### config.mk
export PLATFORM = sky130hd
export DESIGN_NAME = product_accumulator_flat
export DESIGN_NICKNAME = d
export VERILOG_FILES = /design/src/rtl/product_accumulator_if.sv /design/src/rtl/product_accumulator.sv /design/src/flat_wrapper.sv
export SDC_FILE = /design/constraint.sdc
export NUM_CORES = 1
export LEC_CHECK = 0
export CORE_ASPECT_RATIO = 1.4
export CORE_MARGIN = 3
export CORE_UTILIZATION = 59
export CTS_BUF_LIST = sky130_fd_sc_hd__clkbuf_2
export DETAILED_ROUTE_END_ITERATION = 8
export PLACE_DENSITY = 0.9
export REMOVE_ABC_BUFFERS = 1
export SETUP_SLACK_MARGIN = 0.4
export SLEW_MARGIN = 15
export SYNTH_ARGS = -nofsm -noshare
export SYNTH_HDL_FRONTEND = slang
export SYNTH_SLANG_ARGS = --single-unit
### constraint.sdc
create_clock -name clk -period 6.7 [get_ports clk]
set_input_delay 1.34 -clock clk [delete_from_list [all_inputs] [get_ports clk]]
set_output_delay 1.34 -clock clk [all_outputs]
set_load 0.02 [all_outputs]
### src/rtl/product_accumulator_if.sv
// product_accumulator_if: product input stream and held frame-result handshake.
`timescale 1ns/1ps
interface product_accumulator_if #(
  parameter int N = 32,
  parameter int ACC_W = 72,
  parameter int CNT_W = 8
);
  logic in_valid, in_ready, in_last, out_valid, out_ready, overflow;
  logic [2*N-1:0] product;
  logic [ACC_W-1:0] acc_out;
  logic [CNT_W-1:0] term_count;
  modport master(
    output in_valid, product, in_last, out_ready,
    input in_ready, out_valid, acc_out, term_count, overflow
  );
  modport slave(
    input in_valid, product, in_last, out_ready,
    output in_ready, out_valid, acc_out, term_count, overflow
  );
endinterface

### src/rtl/product_accumulator.sv
// product_accumulator: saturating signed multiply-accumulate back end with a held frame result.
`timescale 1ns/1ps
module product_accumulator #(
  parameter int N = 32,
  parameter int ACC_W = 72,
  parameter int CNT_W = 8
) (
  input logic clk,
  input logic rst,
  product_accumulator_if.slave bus
);
  typedef enum logic {ACCUM, HOLD} state_t;
  state_t state, state_n;
  logic accept, sat;
  logic [ACC_W:0] sum;
  logic [ACC_W-1:0] acc_next;
  if (ACC_W < 2*N+1) begin : g_width_check
    $error("product_accumulator: ACC_W must be >= 2N+1");
  end
  assign bus.in_ready = state == ACCUM;
  assign bus.out_valid = state == HOLD;
  always_comb begin
    accept = bus.in_valid && state == ACCUM;
    sum = {bus.acc_out[ACC_W-1], bus.acc_out} + {{(ACC_W+1-2*N){bus.product[2*N-1]}}, bus.product};
    sat = sum[ACC_W] != sum[ACC_W-1];
    // top bit of the wide sum gives the true sign, so it picks the clamp direction
    acc_next = sat ? {sum[ACC_W], {(ACC_W-1){~sum[ACC_W]}}} : sum[ACC_W-1:0];
    state_n = state == ACCUM ? (accept && bus.in_last ? HOLD : ACCUM) : (bus.out_ready ? ACCUM : HOLD);
  end
  always_ff @(posedge clk or posedge rst)
    if (rst) state <= ACCUM;
    else state <= state_n;
  always_ff @(posedge clk or posedge rst)
    if (rst) begin
      bus.acc_out <= '0;
      bus.term_count <= '0;
      bus.overflow <= 1'b0;
    end else if (state == HOLD && bus.out_ready) begin
      bus.acc_out <= '0;
      bus.term_count <= '0;
      bus.overflow <= 1'b0;
    end else if (accept) begin
      bus.acc_out <= acc_next;
      bus.term_count <= &bus.term_count ? bus.term_count : bus.term_count + 1'b1;
      bus.overflow <= bus.overflow | sat;
    end
endmodule
### src/flat_wrapper.sv
// flat-port wrapper written by rule: the top's interface ports become plain ports
module product_accumulator_flat 
#(
  parameter int N = 32,
  parameter int ACC_W = 72,
  parameter int CNT_W = 8
)
  (clk, rst, bus_in_valid, bus_product, bus_in_last, bus_out_ready, bus_in_ready, bus_out_valid, bus_acc_out, bus_term_count, bus_overflow);
  product_accumulator_if #(.N(N), .ACC_W(ACC_W), .CNT_W(CNT_W)) bus_i ();
  input logic clk;
  input logic rst;
  input wire logic [$bits(bus_i.in_valid)-1:0] bus_in_valid;
  input wire logic [$bits(bus_i.product)-1:0] bus_product;
  input wire logic [$bits(bus_i.in_last)-1:0] bus_in_last;
  input wire logic [$bits(bus_i.out_ready)-1:0] bus_out_ready;
  output wire logic [$bits(bus_i.in_ready)-1:0] bus_in_ready;
  output wire logic [$bits(bus_i.out_valid)-1:0] bus_out_valid;
  output wire logic [$bits(bus_i.acc_out)-1:0] bus_acc_out;
  output wire logic [$bits(bus_i.term_count)-1:0] bus_term_count;
  output wire logic [$bits(bus_i.overflow)-1:0] bus_overflow;
  assign bus_i.in_valid = bus_in_valid;
  assign bus_i.product = bus_product;
  assign bus_i.in_last = bus_in_last;
  assign bus_i.out_ready = bus_out_ready;
  assign bus_in_ready = bus_i.in_ready;
  assign bus_out_valid = bus_i.out_valid;
  assign bus_acc_out = bus_i.acc_out;
  assign bus_term_count = bus_i.term_count;
  assign bus_overflow = bus_i.overflow;
  product_accumulator #(.N(N), .ACC_W(ACC_W), .CNT_W(CNT_W)) u_core (.clk(clk), .rst(rst), .bus(bus_i));
endmodule
==> flow_metrics.env, run 1 <==
export IMPL_status="finished clean"
export IMPL_postCtsSetupBuffers=0
export IMPL_dr_pass1_iters=5
export IMPL_grt_max_degree=72
export IMPL_power_density_mw_per_mm2=533
export IMPL_tightest_slew_ns=0.790
export IMPL_p_leak_nw=4.19
export IMPL_cts_buffers=9
export IMPL_grt_pass1_wl_mm=34.5
export IMPL_pin_count=152
export IMPL_cp_end_kind="flip-flop"
export IMPL_fin_crit_sh_pct=77.2
export IMPL_ys_types=58
export IMPL_cts_sinks=82
export IMPL_htreeDepth=3
export IMPL_cp_required_ns=7.20
export IMPL_worst_clock_skew_ns=0.0272
export IMPL_cts_resized=0
export IMPL_crit_cells=16
export IMPL_overflow=0
export IMPL_synth_async_reset_ratio_pct=100
export IMPL_synth_edf_count=0
export IMPL_final_instance_count_excl_fill=1261
export IMPL_die_area_mm2=0.0144
export IMPL_num_vias=7650
export IMPL_report_final_hold_viol_count=0
export IMPL_max_slew_margin_pct=47.3
export IMPL_multi_input_area_mm2=0.00531
export IMPL_avgSynthCellArea_um2=7.79
export IMPL_slowest_delay_ns=0.43
export IMPL_place_hpwl_mm=15.9
export IMPL_ant_nets=0
export IMPL_start_kind="input port"
export IMPL_antenna_found_initial=1
export IMPL_arrival_ns=5.67
export IMPL_synthFlopType="dfrtp_1"
export IMPL_reg2reg_depth=15
export IMPL_ys_seq_elements=82
export IMPL_final_common_cell="clkdlybuf4s50_1"
export IMPL_gp_congestion=0.944
export IMPL_core_mm2=0.0126
export IMPL_fmax_mhz=193
export IMPL_dp_cells=1244
export IMPL_r2r_setup_slack_ns=2.19
export IMPL_postCtsHoldBufs=0
export IMPL_numPortBuffers=151
export IMPL_crit_path_cell_trace="clkdlybuf4s50_1, ha_1, fa_1, a211oi_1, o21ai_0, o2111a_1, o211ai_1, a21oi_1, o31ai_1, a21oi_1, a31oi_1, a211o_1, nand3b_1, nand2_2, buf_12, o21ai_1"
export IMPL_track_usage_pct=29.5
export IMPL_drive_gt1_share_pct=6.22
export IMPL_path_delay_family="compound AO/OA/AOI/OAI gates"
export IMPL_clk_latency_ns=0.61
export IMPL_grt_setup_unrepaired="no"
export IMPL_fp_dieH_um=141
export IMPL_final_cell_mix="151 x clkdlybuf4s50_1, 147 x nand2_1, 105 x nor2_1"
export IMPL_endpoint="u_core.bus.acc_out[26]"
export IMPL_final_util_pct=74.2
export IMPL_die_w_um=102
export IMPL_regArea_mm2=0.00205
export IMPL_crit_path_max_fanout=61
export IMPL_hold_depth=2
export IMPL_fin_crit_ns=5.17
export IMPL_clk_pin_slew_ns=0.23
export IMPL_critPathSlowestCell="fa_1"
export IMPL_routed_via_density=6.07
export IMPL_crit_path_start="bus_product[0]"
export IMPL_clock_path_buffers=2
export IMPL_core_rowCount=48
export IMPL_start_util_pct=61.2
export IMPL_cts_root_buf="clkbuf_2"
export IMPL_ys_warn_count=0
export IMPL_cp_common_cell="a21oi_1"
export IMPL_grt_busiest_layer="met2"
export IMPL_use_met3_pct=3.96
export IMPL_nets=1248
export IMPL_totalWireLength_mm=21.0
export IMPL_synthToLayoutAreaGrowth_pct=21.3
export IMPL_drc=0
export IMPL_setup_viol=0
export IMPL_peakVddDrop_mv=0.301
export IMPL_rr_startpoint="u_core.bus.acc_out[0]"
export IMPL_cts_tree="built"
export IMPL_grt_pass1_vias=7534
export IMPL_syn_area_mm2=0.00768
export IMPL_yosysSeqAreaShare_pct=26.7
export IMPL_syn_inst=986
export IMPL_path_class="in2reg"
export IMPL_hp_class="reg2reg"
export IMPL_tns_ns=0
export IMPL_grt_util_met2_pct=53.8
export IMPL_nFillCells=968
export IMPL_first_iter_violations=369
export IMPL_wire_per_inst_um=16.6
export IMPL_drv_slew=0
export IMPL_cap_violations=0
export IMPL_globalRouteMet1Util_pct=33.6
export IMPL_crit_buf_inv=2
export IMPL_regToRegEndpoint="u_core.bus.acc_out[26]"
logic make-up after synthesis:
logic type                 synth area share [%]
DFF                                        26.7
buffers and inverters                      4.19
muxes                                     0.130
xor gates and xnor gates                   8.35
AOI/OAI and AO/OA                          27.3
and+or+nand+nor                            21.2
adders and majority gates                  12.2
worst min path at each step:
stage	to	slack [ns]	start
after floorplan	u_core.bus.overflow	0.60	u_core.bus.overflow
after global placement	u_core.bus.overflow	0.48	u_core.bus.overflow
after detailed placement	u_core.bus.acc_out[59]	0.50	u_core.bus.acc_out[59]
after CTS	u_core.bus.acc_out[59]	0.55	u_core.bus.acc_out[59]
after global routing	u_core.bus.term_count[0]	0.59	u_core.bus.term_count[0]
final	u_core.bus.acc_out[59]	0.55	u_core.bus.acc_out[59]
area by class of cell:
type,instances,share of cell area (%)
multi-input cells,837,57.1
clock inverters,7,0.753
well taps,150,2.02
diodes,1,0.0269
flip-flops and latches,82,22.0
inverters,18,0.739
clock buffers,9,0.484
repair buffers,157,16.9
cells in the mapped netlist, types with 3 or more instances:
master    instances  area [µm²]
a211o_1           3        26.3
a211oi_1          7        52.6
a21boi_0          5        37.5
a21o_1           39         293
a21oi_1          95         475
a31o_2            3        26.3
a31oi_1           9        56.3
a41oi_1           4        35.0
and2_1           16         100
and3_1            5        31.3
and4_1            3        26.3
buf_1             3        11.3
buf_2             7        35.0
buf_6             8        90.1
clkbuf_1         30         113
dfrtp_1          82        2050
ha_1             73         913
inv_1            18        67.6
nand2_1         148         556
nand2b_1          6        37.5
nand3_1          30         150
nand3b_1          4        30.0
nand4_1          17         106
nor2_1          106         398
nor2b_1           7        43.8
nor3_1           13        65.1
o211ai_1          6        45.0
o21a_1            4        30.0
o21ai_0          44         220
o21ai_1          38         190
o21ai_2          33         289
o21bai_1          8        60.1
o31ai_1           8        60.1
or2_2             3        18.8
or3_1             3        18.8
xnor2_1          37         324
xor2_1           33         289
tightest hold or removal path, stage by stage, from the launching register on:
cell and delay, ns:
dfrtp_1 0.42, nand2_1 0.07, o21ai_2 0.05
routing by layer:
metal / vias up / routed length, µm
met3: 51 / 1010
met2: 249 / 11000
li1: 3753 / -
met1: 3597 / 8290
met5: - / 0
met4: 0 / 653
sequential cells by signal, summed over array words and instances (netlist names):
| signal | cells |
|---|---|
| u_core.bus.overflow | 1 |
| u_core.bus.term_count | 8 |
| u_core.bus.acc_out | 72 |
| u_core.bus.out_valid | 1 |
report_power, final:
group | internal, mW | switching (mW) | leakage [nW] | total, mW
Sequential | 0.718 | 0.200 | 1.03 | 0.918
Clock | 0.0841 | 0.200 | 0.0616 | 0.284
Combinational | 1.57 | 2.19 | 3.10 | 3.76
Total | 2.37 | 2.59 | 4.19 | 4.96
stage by stage:
stage	area [µm²]	hold slack [ns]	power, mW	setup WS (ns)
finish	9310	0.545	4.96	1.53
global route	9310	0.588	5.39	1.21
CTS	9310	0.551	4.95	1.58
detailed placement	9190	0.504	4.65	0.962
global placement	9190	0.477	4.57	1.08
floorplan	7420	0.602	3.55	0.814
Power figures use the tool's default switching activity.
==> run 2, diff against run 1 <==
--- a/config.mk
+++ b/config.mk
@@ -7,10 +7,10 @@
 export LEC_CHECK = 0
 export CORE_ASPECT_RATIO = 1.4
 export CORE_MARGIN = 3
-export CORE_UTILIZATION = 59
+export CORE_UTILIZATION = 55
 export CTS_BUF_LIST = sky130_fd_sc_hd__clkbuf_2
 export DETAILED_ROUTE_END_ITERATION = 8
-export PLACE_DENSITY = 0.9
+export PLACE_DENSITY = 0.84
 export REMOVE_ABC_BUFFERS = 1
 export SETUP_SLACK_MARGIN = 0.4
 export SLEW_MARGIN = 15
==> constraint.sdc (replaced) <==
create_clock -name clk -period 4.8 [get_ports clk]
set_input_delay 0.96 -clock clk [delete_from_list [all_inputs] [get_ports clk]]
set_output_delay 0.96 -clock clk [all_outputs]
set_load 0.02 [all_outputs]
==> run 2 against run 1 <==
  * Wire length increased by 7.0%
  * Critical path depth rose by 1
  * Non-clock buffer count is 41 higher
  * Global-route usage down 1.1 points
  * Final area is 4.9% higher
  * Critical path type unchanged
  * Clock skew increased by 0.0041 ns
  * Highest routed layer unchanged
  * Register-to-register slack worse by 1.3 ns
  * Clock power increased by 44%
  * Critical endpoint is now u_core.bus.acc_out[46]
  * Final cell count grew 5.8%
==> flow_metrics.env, run 2 (synthesis results as in run 1) <==
export IMPL_highest_layer="met4"
export IMPL_cts_root_buf="clkbuf_2"
export IMPL_final_instance_count_excl_fill=1334
export IMPL_tightest_slew_ns=0.805
export IMPL_clock_path_buffers=2
export IMPL_fin_total_pwr_mw=7.42
export IMPL_p_int_mw=3.64
export IMPL_worst_clock_skew_ns=0.0312
export IMPL_path_class="in2reg"
export IMPL_crit_path_max_fanout=23
export IMPL_setup_viol=0
export IMPL_nFillCells=1131
export IMPL_arrival_ns=4.73
export IMPL_totalWireLength_mm=22.4
export IMPL_pin_count=152
export IMPL_cp_required_ns=5.35
export IMPL_antenna_found_initial=1
export IMPL_gp_congestion=0.930
export IMPL_place_hpwl_mm=17.2
export IMPL_peakVddDrop_mv=0.411
export IMPL_htreeDepth=3
export IMPL_drt_met1_wl_mm=8.35
export IMPL_max_slew_margin_pct=46.3
export IMPL_grt_max_degree=72
export IMPL_synthToLayoutAreaGrowth_pct=27.2
export IMPL_status="finished clean"
export IMPL_final_cell_mix="151 x clkdlybuf4s50_1, 147 x nand2_1, 105 x nor2_1"
export IMPL_grt_pass1_vias=7946
export IMPL_p_sw_mw=3.78
export IMPL_die_w_um=106
export IMPL_power_density_mw_per_mm2=761
export IMPL_grt_setup_unrepaired="no"
export IMPL_dr_pass1_iters=6
export IMPL_postCtsHoldBufs=0
export IMPL_core_rowCount=50
export IMPL_drive_gt1_share_pct=9.82
export IMPL_dp_cells=1312
export IMPL_dp_slack_ns=-0.132
export IMPL_reg_largest_list="u_core.bus.acc_out: 72 flops, u_core.bus.term_count: 8 flops"
export IMPL_drc=0
export IMPL_start_kind="input port"
export IMPL_regArea_mm2=0.00205
export IMPL_wl_met3_mm=1.22
export IMPL_cts_buffers=9
export IMPL_nets=1289
export IMPL_start_util_pct=56.8
export IMPL_cp_end_kind="flip-flop"
export IMPL_fin_ws_ns=0.626
export IMPL_cap_violations=0
export IMPL_grt_pass1_wl_mm=36.5
export IMPL_p_leak_nw=4.42
export IMPL_final_common_cell="clkdlybuf4s50_1"
export IMPL_comb_power_share_pct=77.2
export IMPL_num_vias=7866
export IMPL_clk_pin_slew_ns=0.27
export IMPL_core_mm2=0.0135
export IMPL_largest_reg_flops=72
export IMPL_clk_latency_ns=0.60
export IMPL_cts_sinks=82
export IMPL_report_final_hold_viol_count=0
export IMPL_clkPwrFrac_pct=5.5
export IMPL_track_usage_pct=28.4
export IMPL_fmax_mhz=240
export IMPL_fp_dieH_um=146
export IMPL_final_util_pct=72.2
export IMPL_slowest_delay_ns=0.40
export IMPL_overflow=0
export IMPL_cts_tree="built"
export IMPL_p_seq_share_pct=17.3
export IMPL_tns_ns=0
export IMPL_drv_slew=0
export IMPL_wl_met2_mm=12.0
export IMPL_hp_class="reg2reg"
export IMPL_crit_path_cell_trace="clkdlybuf4s50_1, ha_1, fa_1, a211oi_1, o21ai_1, o2111a_1, o211ai_1, a21oi_2, o31ai_2, a21oi_1, a31oi_1, a211o_1, xor2_4, buf_12, clkbuf_16, a21oi_1, o21ai_1"
export IMPL_fin_crit_ns=4.17
export IMPL_critPathSlowestCell="clkdlybuf4s50_1"
export IMPL_multi_input_area_mm2=0.00532
export IMPL_fin_crit_sh_pct=87.0
export IMPL_routed_via_density=5.90
export IMPL_regMostFlops="u_core.bus.acc_out"
export IMPL_numPortBuffers=151
export IMPL_wire_per_inst_um=16.8
export IMPL_switching_share_pct=51.0
export IMPL_first_iter_violations=457
export IMPL_die_area_mm2=0.0154
export IMPL_ant_nets=0
-- run 2: changes by cell type in the layout (fill, tap and decap cells not counted), moves of 2 or more --
cell        delta
buf_4         +34
buf_12         +4
clkbuf_16      +2
clkinv_4       +2
clkinvlp_4     -2
-- run 2: power groups by stage --
stage	Clock [mW]	Sequential, mW	Combinational (mW)
after floorplan	0	1.63	3.33
after global placement	0	1.29	5.33
after detailed placement	0	1.30	5.45
after CTS	0.417	1.28	5.48
after global routing	0.446	1.32	6.28
final	0.410	1.28	5.73
-- run 2: what timing repair did --
item | CTS | global route
gates resized for setup | 0 | 4
endpoints found under the setup margin | 0 | 72
setup buffers | 0 | 3
-- run 2: area by class of cell --
class | instances | share of cell area [%]
well taps | 182 | 2.33
flip-flops and latches | 82 | 21.0
diodes | 1 | 0.0256
multi-input cells | 837 | 54.5
inverters | 18 | 0.705
clock inverters | 7 | 0.795
clock buffers | 9 | 0.461
repair buffers | 198 | 20.1
-- run 2: through the flow --
stage	hold slack, ns	cell area, µm²
final	0.548	9760
after global routing	0.575	9760
after CTS	0.553	9660
after detailed placement	0.502	9540
after global placement	0.493	9540
after floorplan	0.602	7420
-- run 2: routing by layer --
metal	track usage, %	up-vias
li1	-	3830
met1	30.2	3710
met2	52.8	254
met3	5.37	72
met4	14.0	0
met5	0	-
-- run 2: worst paths after layout --
kind                                           to  cells after the start                   start  slack [ns]
max in group asynchronous  u_core.bus.acc_out[17]                      3                     rst        3.36
min in group asynchronous  u_core.bus.acc_out[47]                      2                     rst        0.65
hold reg to reg            u_core.bus.acc_out[61]                      2  u_core.bus.acc_out[61]        0.55
setup / recovery           u_core.bus.acc_out[46]                     17          bus_product[0]        0.63
hold / removal             u_core.bus.acc_out[61]                      2  u_core.bus.acc_out[61]        0.55
setup reg to reg           u_core.bus.acc_out[46]                     16   u_core.bus.acc_out[0]        0.91
-- run 2: worst max-delay path, delay by kind of cell --
| kind | cells | cell delay [ns] |
|---|---|---|
| buf+inv | 3 | 0.75 |
| compound gates | 11 | 2.20 |
| fa+ha+maj | 2 | 0.60 |
| xor+xnor | 1 | 0.20 |
==> run 3, diff against run 2 <==
--- a/config.mk
+++ b/config.mk
@@ -7,10 +7,9 @@
 export LEC_CHECK = 0
 export CORE_ASPECT_RATIO = 1.4
 export CORE_MARGIN = 3
-export CORE_UTILIZATION = 55
-export CTS_BUF_LIST = sky130_fd_sc_hd__clkbuf_2
+export CORE_UTILIZATION = 54
 export DETAILED_ROUTE_END_ITERATION = 8
-export PLACE_DENSITY = 0.84
+export PLACE_DENSITY = 0.83
 export REMOVE_ABC_BUFFERS = 1
 export SETUP_SLACK_MARGIN = 0.4
 export SLEW_MARGIN = 15
==> run 3 against run 2 <==
  * Sequential power barely moved
  * Critical path depth unchanged
  * Register-to-register slack improved by 0.09 ns
  * Combinational power up 3.7%
  * Total power increased by 6.5%
  * Setup slack got worse by 0.26 ns
  * Critical endpoint is now u_core.bus.acc_out[28]
  * Fmax decreased by 5.8%
  * Final cell count unchanged
  * Sequential share of layout area is 0.58 points lower
  * First-iteration DRC count fell by 11%
  * Core utilization increased by 1.4 points
  * Clock-buffer cell count rose by 2
==> flow_metrics.env, run 3 (synthesis results as in run 1) <==
export IMPL_gp_congestion=0.932
export IMPL_clk_pin_slew_ns=0.07
export IMPL_hold_start="u_core.bus.acc_out[4]"
export IMPL_grt_max_degree=72
export IMPL_tightest_slew_ns=0.941
export IMPL_fmax_mhz=226
export IMPL_fin_area_mm2=0.0100
export IMPL_wire_per_inst_um=17.5
export IMPL_report_final_hold_viol_count=0
export IMPL_pin_count=152
export IMPL_routed_via_density=5.94
export IMPL_numPortBuffers=151
export IMPL_final_common_cell="clkdlybuf4s50_1"
export IMPL_status="finished clean"
export IMPL_postCtsHoldBufs=0
export IMPL_drive_gt1_share_pct=11.3
export IMPL_largest_reg_flops=72
export IMPL_p_leak_nw=4.48
export IMPL_r2r_setup_slack_ns=1.00
export IMPL_dpl_cell_area_mm2=0.00953
export IMPL_cts_buffers=9
export IMPL_cts_tree="built"
export IMPL_track_usage_pct=28.5
export IMPL_hold_depth=2
export IMPL_max_slew_margin_pct=37.3
export IMPL_antenna_found_initial=0
export IMPL_crit_path_start="bus_product[18]"
export IMPL_n_antenna_cell=0
export IMPL_path_class="in2reg"
export IMPL_p_seq_share_pct=16.5
export IMPL_start_kind="input port"
export IMPL_first_iter_violations=408
export IMPL_synthToLayoutAreaGrowth_pct=30.7
export IMPL_clock_path_buffers=2
export IMPL_regToRegEndpoint="u_core.bus.acc_out[28]"
export IMPL_clk_latency_ns=0.35
export IMPL_hold_end="u_core.bus.acc_out[4]"
export IMPL_comb_power_share_pct=75.1
export IMPL_clkPwrFrac_pct=8.4
export IMPL_totalWireLength_mm=23.3
export IMPL_crit_path_max_fanout=11
export IMPL_power_density_mw_per_mm2=788
export IMPL_core_mm2=0.0136
export IMPL_hp_class="reg2reg"
export IMPL_grt_pass1_wl_mm=37.1
export IMPL_cts_root_buf="clkbuf_16"
export IMPL_worst_clock_skew_ns=0.00859
export IMPL_htreeDepth=3
export IMPL_regMostFlops="u_core.bus.acc_out"
export IMPL_cts_sinks=82
export IMPL_dr_pass1_iters=5
export IMPL_core_rowCount=50
export IMPL_grt_setup_unrepaired="no"
export IMPL_nets=1290
export IMPL_peakVddDrop_mv=0.389
export IMPL_wl_met3_mm=1.38
export IMPL_ant_nets=0
export IMPL_final_cell_mix="151 x clkdlybuf4s50_1, 147 x nand2_1, 103 x nor2_1"
export IMPL_fin_total_pwr_mw=7.91
export IMPL_drv_slew=0
export IMPL_highest_layer="met4"
export IMPL_grt_pass1_vias=7998
export IMPL_arrival_ns=4.66
export IMPL_wl_met2_mm=12.3
export IMPL_reg2reg_depth=15
export IMPL_final_util_pct=73.6
export IMPL_switching_share_pct=49.9
export IMPL_die_area_mm2=0.0157
export IMPL_cp_required_ns=5.03
export IMPL_p_int_mw=3.96
export IMPL_fp_dieH_um=147
export IMPL_drt_met1_wl_mm=8.71
export IMPL_fin_crit_ns=4.43
export IMPL_die_w_um=107
export IMPL_num_vias=7927
export IMPL_reg_largest_list="u_core.bus.acc_out: 72 flops, u_core.bus.term_count: 8 flops"
export IMPL_place_hpwl_mm=16.8
export IMPL_fin_crit_sh_pct=92.3
export IMPL_overflow=0
export IMPL_rr_startpoint="u_core.bus.acc_out[21]"
export IMPL_drc=0
export IMPL_setup_viol=0
export IMPL_nFillCells=1122
export IMPL_cp_end_kind="flip-flop"
export IMPL_start_util_pct=56.3
export IMPL_p_sw_mw=3.94
export IMPL_cap_violations=0
==> run 3: cell types whose count changed in the layout (fill, tap and decap cells not counted), moves of 3 or more <==
cell        before  now
ha_4             0    3
a21oi_2          1    4
a21oi_1         94   91
clkbuf_16        2   11
clkbuf_2         9    0
clkinvlp_4       1    4
ha_1            73   69
clkinv_4         3    0
==> run 3: layout make-up <==
type	instances	area (µm²)	share of cell area [%]
clock buffer	11	233	2.32
inverter	18	68.8	0.686
clock inverter	5	38.8	0.386
multi-input combinational	837	5430	54.1
tap	182	228	2.27
sequential	82	2050	20.4
timing repair buffer	199	1990	19.8
==> run 3: metrics by stage <==
step / setup TNS, ns / setup WS, ns / instances / hold WS (ns)
floorplan: -47.29 / -0.706 / 937 / 0.602
global placement: 0 / 0.0449 / 1311 / 0.493
detailed placement: -0.958 / -0.0504 / 1311 / 0.501
CTS: 0 / 0.415 / 1331 / 0.517
global route: 0 / 0.251 / 1334 / 0.534
finish: 0 / 0.371 / 1334 / 0.516
==> run 3: power by group through the flow <==
stage	combinational [mW]	sequential [mW]	clock, mW
after detailed placement	5.44	1.30	0
after floorplan	3.33	1.63	0
after CTS	5.63	1.29	0.672
after global placement	5.36	1.29	0
final	5.94	1.30	0.665
after global routing	6.44	1.35	0.697
==> run 3: how the worst max path moves through the flow <==
| stage | endpoint | slack, ns |
|---|---|---|
| after global routing | u_core.bus.acc_out[28] | 0.25 |
| final | u_core.bus.acc_out[28] | 0.37 |
| after detailed placement | u_core.bus.acc_out[50] | -0.05 |
| after global placement | u_core.bus.acc_out[43] | 0.04 |
| after floorplan | u_core.bus.acc_out[0] | -0.71 |
| after CTS | u_core.bus.acc_out[13] | 0.42 |
==> run 3: layer usage <==
| metal | up-vias | track usage (%) |
|---|---|---|
| li1 | 3847 | - |
| met2 | 289 | 54.0 |
| met4 | 0 | 11.3 |
| met5 | - | 0 |
| met1 | 3709 | 31.5 |
| met3 | 82 | 4.00 |
==> run 3: critical path: stages <==
cell             delay (ns)
clkdlybuf4s50_1        0.45
ha_4                   0.31
buf_4                  0.13
nand2_1                0.09
nor2_1                 0.17
nand3_1                0.17
or4_1                  0.58
a21oi_2                0.18
o31ai_2                0.09
a21oi_2                0.22
a31oi_2                0.15
a211o_4                0.40
xor2_4                 0.21
buf_6                  0.16
clkbuf_16              0.18
nor2_1                 0.17
o21ai_2                0.07
==> run 3: timing repair <==
| action | 4_1_cts | 5_1_grt |
|---|---|---|
| pin swaps | 2 | 12 |
| cloned | 1 | 2 |
| setup buffers | 3 | 1 |
| resized for setup | 5 | 24 |
| endpoints found under the setup margin | 71 | 73 |
| endpoints found under the hold margin | 0 | 0 |
